File: src/rtl/timer_counter_pkg.sv
// Shared constants for the memory-mapped down-counting timer:
// register offsets, FSM state encoding, MODE encoding and CTRL layout.
package timer_counter_pkg;

    // Register offsets, decoded from Addr[1:0] (byte address bits 3:2).
    localparam logic [1:0] REG_CTRL   = 2'd0;
    localparam logic [1:0] REG_PRESET = 2'd1;
    localparam logic [1:0] REG_COUNT  = 2'd2;

    // MODE field encodings. Encodings 2 and 3 fall back to one-shot.
    localparam logic [1:0] MODE_ONESHOT = 2'b00;
    localparam logic [1:0] MODE_AUTO    = 2'b01;

    // Timer FSM states, 2-bit encoding.
    typedef enum logic [1:0] {
        ST_IDLE = 2'd0,
        ST_LOAD = 2'd1,
        ST_CNT  = 2'd2,
        ST_INT  = 2'd3
    } state_t;

    // CTRL register layout: bit3 IM, bits[2:1] MODE, bit0 EN.
    typedef struct packed {
        logic       im;
        logic [1:0] mode;
        logic       en;
    } ctrl_t;

    // True when MODE selects auto-reload; every other encoding is one-shot.
    function automatic logic is_auto_reload(input logic [1:0] mode);
        return (mode == MODE_AUTO);
    endfunction

endpackage

File: src/rtl/timer_counter.sv
// 32-bit memory-mapped down-counting timer. CTRL/PRESET/COUNT registers,
// a four-state FSM (IDLE, LOAD, CNT, INT), one-shot mode with a held
// interrupt and auto-reload mode with a one-cycle interrupt pulse.
module timer_counter
    import timer_counter_pkg::*;
#(
    parameter int WIDTH = 32
) (
    input  logic             clk,
    input  logic             reset_n,
    input  logic [29:0]      Addr,
    input  logic             WE,
    input  logic [WIDTH-1:0] Din,
    output logic [WIDTH-1:0] Dout,
    output logic             IRQ
);

    state_t           state;
    state_t           state_next;
    ctrl_t            ctrl;
    logic [WIDTH-1:0] preset;
    logic [WIDTH-1:0] count;
    logic             pending;

    logic             wr_ctrl;
    logic             wr_preset;
    logic             load_count;
    logic             dec_count;
    logic             expire;
    logic             en_clr;
    logic             pend_clr_fsm;
    logic             unused_addr;

    // Only the two offset bits select a register; the rest is decoded upstream.
    assign unused_addr = ^Addr[29:2];

    assign wr_ctrl   = WE && (Addr[1:0] == REG_CTRL);
    assign wr_preset = WE && (Addr[1:0] == REG_PRESET);

    // State register.
    // NOTE: sequential state uses non-blocking assignments so every flop
    // samples pre-edge values, independent of block evaluation order.
    always_ff @(posedge clk or negedge reset_n) begin
        if (!reset_n) begin
            state <= ST_IDLE;
        end else begin
            state <= state_next;
        end
    end

    // Next-state logic and the per-cycle datapath controls it issues.
    // NOTE: every output gets a default first so no path leaves one
    // unassigned, which would otherwise infer a latch.
    always_comb begin
        state_next   = state;
        load_count   = 1'b0;
        dec_count    = 1'b0;
        expire       = 1'b0;
        en_clr       = 1'b0;
        pend_clr_fsm = 1'b0;
        unique case (state)
            ST_IDLE: begin
                if (ctrl.en) state_next = ST_LOAD;
            end
            ST_LOAD: begin
                load_count = 1'b1;
                state_next = ST_CNT;
            end
            ST_CNT: begin
                if (!ctrl.en) begin
                    state_next = ST_IDLE;
                end else if (count > WIDTH'(1)) begin
                    dec_count = 1'b1;
                end else begin
                    // Covers COUNT == 1 and COUNT == 0, so PRESET 0 acts as 1.
                    expire     = 1'b1;
                    state_next = ST_INT;
                end
            end
            ST_INT: begin
                state_next = ST_IDLE;
                if (is_auto_reload(ctrl.mode)) begin
                    pend_clr_fsm = 1'b1;
                end else begin
                    en_clr = 1'b1;
                end
            end
            default: state_next = ST_IDLE;
        endcase
    end

    // CTRL register: a bus write overrides the one-shot EN clear.
    always_ff @(posedge clk or negedge reset_n) begin
        if (!reset_n) begin
            ctrl <= '0;
        end else if (wr_ctrl) begin
            ctrl <= ctrl_t'(Din[3:0]);
        end else if (en_clr) begin
            ctrl.en <= 1'b0;
        end
    end

    // PRESET register: only sampled by LOAD, so mid-count writes wait.
    always_ff @(posedge clk or negedge reset_n) begin
        if (!reset_n) begin
            preset <= '0;
        end else if (wr_preset) begin
            preset <= Din;
        end
    end

    // COUNT register: reload, decrement, or clamp to zero on expiry.
    always_ff @(posedge clk or negedge reset_n) begin
        if (!reset_n) begin
            count <= '0;
        end else if (load_count) begin
            count <= preset;
        end else if (dec_count) begin
            count <= count - WIDTH'(1);
        end else if (expire) begin
            count <= '0;
        end
    end

    // Interrupt pending bit: setting has priority over any clear source.
    always_ff @(posedge clk or negedge reset_n) begin
        if (!reset_n) begin
            pending <= 1'b0;
        end else if (expire) begin
            pending <= 1'b1;
        end else if (wr_ctrl || wr_preset || pend_clr_fsm) begin
            pending <= 1'b0;
        end
    end

    // Combinational read mux; offset 3 is unmapped and reads zero.
    always_comb begin
        Dout = '0;
        unique case (Addr[1:0])
            REG_CTRL:   Dout = {{(WIDTH-4){1'b0}}, ctrl};
            REG_PRESET: Dout = preset;
            REG_COUNT:  Dout = count;
            default:    Dout = '0;
        endcase
    end

    // Interrupt is a plain AND of two flops, so it cannot glitch.
    assign IRQ = pending & ctrl.im;

endmodule
File: config.mk
export PLATFORM = sky130hd
export DESIGN_NAME = timer_counter
export DESIGN_NICKNAME = d
export VERILOG_FILES = /design/src/rtl/timer_counter_pkg.sv /design/src/rtl/timer_counter.sv
export SDC_FILE = /design/constraint.sdc
export NUM_CORES = 1
export LEC_CHECK = 0
export CAP_MARGIN = 0
export CORE_MARGIN = 2
export CORE_UTILIZATION = 45
export CTS_CLUSTER_SIZE = 28
export DETAILED_ROUTE_END_ITERATION = 10
export GPL_TIMING_DRIVEN = 1
export HOLD_SLACK_MARGIN = 0.15
export PLACE_DENSITY_LB_ADDON = 0.25
export RECOVER_POWER = 50
export SYNTH_ARGS = -nofsm -noshare
export SYNTH_HDL_FRONTEND = slang
export SYNTH_SLANG_ARGS = --single-unit
File: constraint.sdc
create_clock -name clk -period 2.37 [get_ports clk]
set_input_delay 0.237 -clock clk [delete_from_list [all_inputs] [get_ports clk]]
set_output_delay 0.237 -clock clk [all_outputs]
set_load 0.01 [all_outputs]
Word level (Yosys, flattened, before mapping)
Cells that the tools add are included.

storage, ports and cells
  register bits after elaboration = 71
  input port bits = 65
  output and inout port bits = 33
  logic and storage cells = 51

cells by class
  add/subtract/negate cells = 1
  magnitude comparators = 1
  equal/unequal tests = 8
  multiplexer cells = 23
  bitwise operators = 1
  reductions and logical operators = 10

operator list
  operator               count
  $mux 32                3
  $pmux 32 s3            1
  $gt 32x1->1 const B    1
  $sub 32x1->32 const B  1
  $mux 1                 15
  $pmux 2 s4             1
  $eq 2x1->1 const B     3
  $eq 2x2->1 const B     3
  $mux 2                 3
  $logic_not 2->1        2
  $reduce_bool 2->1      2
  $ne 3x3->1 const B     1
  $reduce_bool 3->1      1
  $logic_and 1x1->1      2
  $logic_or 1x1->1       2
  $ne 2x2->1 const B     1
  $reduce_and 2->1       1
  $and 1x1->1            1

Logic depth before layout (Yosys ltp)
Gate-level depths: netlist of the first run.

  word-level depth = 7
  mapped depth = 7
  depth with buffers taken out = 7

Least setup slack after synthesis of the first run
Ideal clock, no wire load.

  kind = register -> register
  start point = register count[22]
  end point = register count[22]
  data arrival time = 2.332 ns
  required time = 2.244 ns
  setup slack = -0.088 ns
  stages on the path, launching flop included = 7
  buffers on the path = 1
  cells stage by stage = dfrtp_1 > or4_1 > buf_2 > or3b_4 > or3_1 > a31o_1 > a221o_1

on the way
  longest elaborated chain between the ends = 6
  elaborated cells between the ends (all ways) = 11

ends and longest elaborated chain
  element                 line                  source
  start, declared         timer_counter.sv:22   logic [WIDTH-1:0] count;
  start signal, assigned  timer_counter.sv:117  count <= preset;
  start signal, assigned  timer_counter.sv:119  count <= count - WIDTH'(1);
  $gt 32x1->1             timer_counter.sv:72   end else if (count > WIDTH'(1)) begin
  $mux 1                  timer_counter.sv:72
  $mux 1                  timer_counter.sv:70   if (!ctrl.en) begin
  $mux 1                  timer_counter.sv:61   unique case (state)
  $mux 32                 timer_counter.sv:118  end else if (dec_count) begin
  $mux 32                 timer_counter.sv:116  end else if (load_count) begin

Parallel ways exist; a longest one is shown, timed or not.
A chain may end at the register's enable or synchronous reset.

Worst setup path after layout of the first run
  start point = register count[25]
  end point = register count[19]

on the way
  longest elaborated chain between the ends = 6
  elaborated cells between the ends (all ways) = 10

ends and longest elaborated chain
  element          line
  $gt 32x1->1 (*)  timer_counter.sv:72
  $mux 1           timer_counter.sv:72
  $mux 1           timer_counter.sv:70
  $mux 1           timer_counter.sv:61
  $mux 32          timer_counter.sv:118
  $mux 32          timer_counter.sv:116

Mark *: on every way between the ends. The rest lies on a longest branch, timed or not.

==> flow_metrics.tcl, run 1 <==
set metrics [dict create \
    p_int_mw 3.344 \
    clock_path_buffers 2 \
    synth_fp_nets 447 \
    clk_pin_slew_ps 70 \
    setup_viol 7 \
    finClkSkew_ps 6.119 \
    die_w_um 96.89 \
    dp_cells 580 \
    dr_wl_met2_um 5162 \
    numCtsBuffers 9 \
    slew_viol_final 72 \
    layout_setup_ws_ps -47.70 \
    globalRouteOverflowTotal 0 \
    first_global_vias 3733 \
    clkPwrFrac_pct 16.4 \
    cts.sinks 71 \
    outcome "finished with violations" \
    timing.fmax_mhz 413.6 \
    finalHoldViolations 0 \
    report.power.total_mw 5.410 \
    cp_top_family "simple AND/OR/NAND/NOR gates" \
    synth_cell_type_count 55 \
    syn2layout_area_growth_pct 36.16 \
    fin_crit_ps 2418 \
    post_dp_cell_area_sq_um 5049 \
    coreArea_sq_um 8299 \
    seqPwrFrac_pct 36.0 \
    syn_avg_cell_area_sq_um 10.22 \
    path_max_fanout 10 \
    grt_max_degree 72 \
    antennaDiodeCount 0 \
    drtIter0Drc 139 \
    grt_usage_pct 23.00 \
    dr.pass1.iters 5 \
    htreeDepth 3 \
    cts.root.buffer_cell "clkbuf_8" \
    clock_latency_ps 350 \
    rsz0062_at_grt "yes" \
    leakage_nw 2.211 \
    via_per_inst 5.910 \
    drc 0 \
    switching_power_mw 2.065 \
    hold_path_class "input pin to flip-flop" \
    crit_type "flip-flop to flip-flop" \
    place.port_buffers 69 \
    critical_path_required_ps 2610 \
    syn_inst 380 \
    ys.flop_type "dfrtp_1" \
    met1Wirelength_um 4830 \
    ys_seq_elements 71 \
    ys_warn_count 0 \
    synth.top_cells.by_area "dfrtp_1, mux2_2, a22o_1" \
    violations "capacitance limit, slew limit, setup timing" \
    cts_tree "built" \
    wl_met3_um 526 \
    utilization_pct 63.70 \
    stdcell_count 602 \
    powerDensity_nw_per_um2 1023 \
    slew_headroom_pct -17.64 \
    crit_chain "or4_4, or3b_4, o31ai_4, buf_4, clkbuf_16, nor3_1, a221o_1" \
    start_kind "flip-flop" \
    synth_seq_area_share_pct 45.76 \
    synth_edf_count 0 \
    io_pins 98 \
    switching_share_pct 38.18 \
    drive_above_1_share_pct 24.14 \
    ant_nets 0 \
    end_kind "flip-flop" \
    design_area_sq_um 5286 \
    path_buf_inv 2 \
    worstMarginPinSlew_ps 1765 \
    initial_utilization_pct 46.78 \
    routabilityCongestion 0.9616 \
    fin_nets 559 \
    cpPeakStageDelay_ps 540 \
    wirelength_um 10680 \
    maxCapViolations 1 \
    place_hpwl_um 7362 \
    num_vias 3558 \
    synth_top_area_share_pct 45.76 \
    critical_path.slowest_cell "or4_4" \
    grt_pass1_wl_um 17790 \
    async_flop_share_pct 100.0 \
    antenna_found_initial 0 \
    comb_power_share_pct 47.7 \
    wl_per_cell_um 17.73 \
    rows 33 \
    synth_top_area_cell "dfrtp_1" \
    die_area_sq_um 9387 \
    min_period_over_period_pct 102.0 \
    crit_arrival_ps 2650 \
    die_y_um 96.89 \
    syn_area_sq_um 3882 \
    max-vdd-ir-drop_uv 511.6 \
    dr.max_layer_used "met4" \
]
-- worst min-delay path, stage by stage --
cell and delay [ps]:
clkdlybuf4s50_1 420, nand2_1 60, o21ai_0 60
-- kinds of logic (layout without fill, tap and decap cells) --
logic type,Yosys count,count (layout),synth area share [%]
buf+inv,33,150,3.577
simple gates,120,120,16.47
mux,38,38,10.89
fa+ha+maj,2,2,0.6444
compound gates,107,107,20.63
xor+xnor,9,9,2.030
flops,71,71,45.76
-- final cells by class --
type	instances	area [sq um]
clock buffers	13	158.9
clock inverters	3	17.52
fillers	672	3013
inverters	8	30.03
multi-input cells	276	1998
flip-flops and latches	71	1777
well taps	105	131.4
repair buffers	126	1174
-- metrics by stage --
step / setup WS (ps) / hold WS [ps] / setup TNS, ps
6_report: -47.70 / 473.7 / -194.1
4_1_cts: -39.18 / 467.9 / -146.7
3_5_place_dp: -62.09 / 296.5 / -276.3
3_3_place_gp: -29.81 / 297.5 / -111.4
5_1_grt: -97.66 / 505.1 / -932.2
2_1_floorplan: -83.20 / -58.59 / -263.1
-- cell usage in the layout, fill, tap and decap left out, drive strengths merged, types with 3 or more instances in the layout --
cell,count
nand4,7
nand2,28
a221o,10
or3,4
buf,53
mux2,34
nand3,9
or4,6
xor2,3
clkbuf,17
dfrtp,71
o21ai,29
a21o,7
nor2,20
clkdlybuf4s50,67
xnor2,6
nor3,18
mux2i,4
a22o,28
nor4,10
inv,8
nor3b,3
a21oi,8
nor2b,3
a22oi,5
-- power by group through the flow --
| stage | clock network, mW | logic (mW) | registers, mW |
|---|---|---|---|
| floorplan | 0 | 1.34 | 1.93 |
| global placement | 0 | 2.42 | 1.93 |
| detailed placement | 0 | 2.49 | 1.95 |
| CTS | 0.894 | 2.53 | 1.93 |
| global route | 0.958 | 2.81 | 2.00 |
| finish | 0.886 | 2.58 | 1.95 |
-- cells in the mapped netlist (all sizes together), types with 3 or more instances --
master / n
a21oi: 8
nor4: 10
nand2: 28
mux2: 34
a22o: 28
mux2i: 4
a21o: 7
nand3: 9
nor3: 18
a221o: 10
xnor2: 6
or4: 6
nand4: 7
xor2: 3
nor3b: 3
buf: 8
nor2: 20
inv: 8
clkbuf: 17
or3: 4
dfrtp: 71
nor2b: 3
a22oi: 5
o21ai: 29
-- what timing repair did --
action | 4_1_cts | 5_1_grt
buffers inserted | 1 | 3
resized for setup | 2 | 7
endpoints found under the hold margin | 71 | 0
hold buffers | 1 | 0
pin swaps | 1 | 0
endpoints found under the setup margin | 10 | 17
gates cloned | 0 | 1
-- worst paths after layout --
check	startpoint	endpoint	slack (ps)	cells past startpoint
hold / removal	Din[1]	ctrl[1]	470	3
hold reg to reg	preset[4]	count[4]	510	2
setup / recovery	count[25]	count[19]	-50	7
min in group asynchronous	reset_n	preset[29]	980	3
max in group asynchronous	reset_n	count[7]	350	3
setup reg to reg	count[25]	count[19]	-50	7
-- registers in the layout (all words and copies together) (netlist names) --
| name | count |
|---|---|
| count | 32 |
| preset | 32 |
| ctrl | 4 |
| state | 2 |
| pending | 1 |
-- routing by layer --
layer,vias up,GRT usage [%]
met2,97,37.07
met5,-,0
met4,0,8.667
li1,1673,-
met1,1774,30.72
met3,14,4.552
Note: power is estimated with default switching activity, not from simulation.
==> run 2: changes to the inputs <==
--- a/config.mk
+++ b/config.mk
@@ -13,7 +13,8 @@
 export GPL_TIMING_DRIVEN = 1
 export HOLD_SLACK_MARGIN = 0.15
 export PLACE_DENSITY_LB_ADDON = 0.25
-export RECOVER_POWER = 50
+export RECOVER_POWER = 100
+export SLEW_MARGIN = 15
 export SYNTH_ARGS = -nofsm -noshare
 export SYNTH_HDL_FRONTEND = slang
 export SYNTH_SLANG_ARGS = --single-unit
==> run 2 against run 1 <==
  * The flow still finishes with violations (capacitance limit, slew limit, setup timing)
  * Via count down 0.42%
  * Clock skew up 0.98 ps
  * Clock power down 0.6%
  * Routed wire length about the same
  * Total power down 0.11%
  * First-iteration DRC count up 0.72%
==> flow_metrics.tcl, run 2 (same netlist as run 1, synthesis figures left out) <==
set metrics [dict create \
    outcome "finished with violations" \
    violations "capacitance limit, slew limit, setup timing" \
    initial_utilization_pct 46.78 \
    numCtsBuffers 9 \
    clock_latency_ps 340 \
    routabilityCongestion 0.9616 \
    drc 0 \
    nFillCells 673 \
    fin_nets 559 \
    first_global_vias 3733 \
    dp_cells 580 \
    via_per_inst 5.885 \
    fin_crit_ps 2420 \
    clock_path_buffers 2 \
    place.port_buffers 69 \
    drive_above_1_share_pct 24.14 \
    die_w_um 96.89 \
    start_kind "flip-flop" \
    dr.pass1.iters 4 \
    maxCapViolations 1 \
    globalRouteOverflowTotal 0 \
    mostFrequentLayoutCells "dfrtp_1, clkdlybuf4s50_1, buf_4" \
    antennaDiodeCount 0 \
    syn2layout_area_growth_pct 36.09 \
    stdcell_count 602 \
    die_y_um 96.89 \
    antenna_found_initial 0 \
    setup_viol 7 \
    wl_per_cell_um 17.73 \
    pre_cts_slack_ps -62.09 \
    largestRegisters "count x32, preset x32, ctrl x4" \
    grt_max_degree 72 \
    finalHoldViolations 0 \
    leakage_nw 2.214 \
    crit_arrival_ps 2650 \
    worstMarginPinSlew_ps 1770 \
    grt_pass1_wl_um 17790 \
    slew_viol_final 72 \
    timing.fmax_mhz 413.2 \
    cts.root.buffer_cell "clkbuf_8" \
    end_kind "flip-flop" \
    hold_path_class "input pin to flip-flop" \
    htreeDepth 3 \
    coreArea_sq_um 8299 \
    wirelength_um 10670 \
    layout_setup_ws_ps -50.00 \
    finClkSkew_ps 7.104 \
    crit_type "flip-flop to flip-flop" \
    clk_pin_slew_ps 80 \
    ant_nets 0 \
    drtIter0Drc 140 \
    design_area_sq_um 5284 \
    utilization_pct 63.67 \
    critical_path_required_ps 2600 \
    post_dp_cell_area_sq_um 5049 \
    rows 33 \
    powerDensity_nw_per_um2 1023 \
    grt_usage_pct 23.00 \
    final_common_cell "dfrtp_1" \
    max-vdd-ir-drop_uv 510.8 \
    num_vias 3543 \
    cts_tree "built" \
    io_pins 98 \
    die_area_sq_um 9387 \
    place_hpwl_um 7362 \
    rsz0062_at_grt "yes" \
    path_max_fanout 10 \
    cts.sinks 71 \
    min_period_over_period_pct 102.1 \
    slew_headroom_pct -18.01 \
]
-- run 2: metal layers --
| layer | vias up | track usage [%] | routed length (um) | share of wire [%] |
|---|---|---|---|---|
| li1 | 1671 | - | - | - |
| met1 | 1759 | 30.72 | 4783 | 45 |
| met2 | 101 | 37.07 | 5238 | 49 |
| met3 | 12 | 4.552 | 507 | 4.8 |
| met4 | 0 | 8.667 | 140 | 1.3 |
| met5 | - | 0 | 0 | 0 |
-- run 2: timing repair --
item / in CTS / in global routing
setup buffers: 1 / 3
cloned: 0 / 1
hold buffers: 1 / 0
gates resized for setup: 2 / 7
endpoints found under the hold margin: 71 / 0
pin swaps: 1 / 0
setup endpoints to repair: 10 / 17
-- run 2: report_power, final --
group	internal (mW)	switching (mW)	total, mW
combinational	1.32	1.26	2.58
clock	0.435	0.446	0.881
sequential	1.59	0.354	1.95
-- run 2: area by class of cell --
class / count / area (sq um) / area share [%]
Clock inverter: 3 / 17.52 / 0.3315
Multi-Input combinational cell: 276 / 1998 / 37.82
Timing Repair Buffer: 126 / 1171 / 22.16
Tap cell: 105 / 131.4 / 2.486
Inverter: 8 / 30.03 / 0.5683
Sequential cell: 71 / 1777 / 33.63
Clock buffer: 13 / 158.9 / 3.007
-- run 2: through the flow --
step	setup TNS [ps]	hold slack, ps	total power [mW]
after floorplan	-263.1	-58.59	3.271
after global placement	-111.4	297.5	4.351
after detailed placement	-276.3	296.5	4.435
after CTS	-146.7	467.9	5.357
after global routing	-932.2	505.0	5.760
final	-206.1	479.5	5.404
-- run 2: worst paths after layout --
check / start / end / slack (ps) / cells past startpoint
worst min register to register: preset[4] / count[4] / 510 / 2
max in group asynchronous: reset_n / preset[4] / 340 / 3
worst min-delay path: Din[1] / ctrl[1] / 480 / 3
min in group asynchronous: reset_n / preset[29] / 990 / 3
worst max register to register: count[25] / count[14] / -50 / 7
worst max-delay path: count[25] / count[14] / -50 / 7
-- run 2: worst max-delay path, cell delays in order, from the launching register on --
cell       delay, ps
dfrtp_1          380
or4_4            540
or3b_4           440
o31ai_4          310
buf_4            180
clkbuf_16        140
nor3_1            50
a221o_1          260
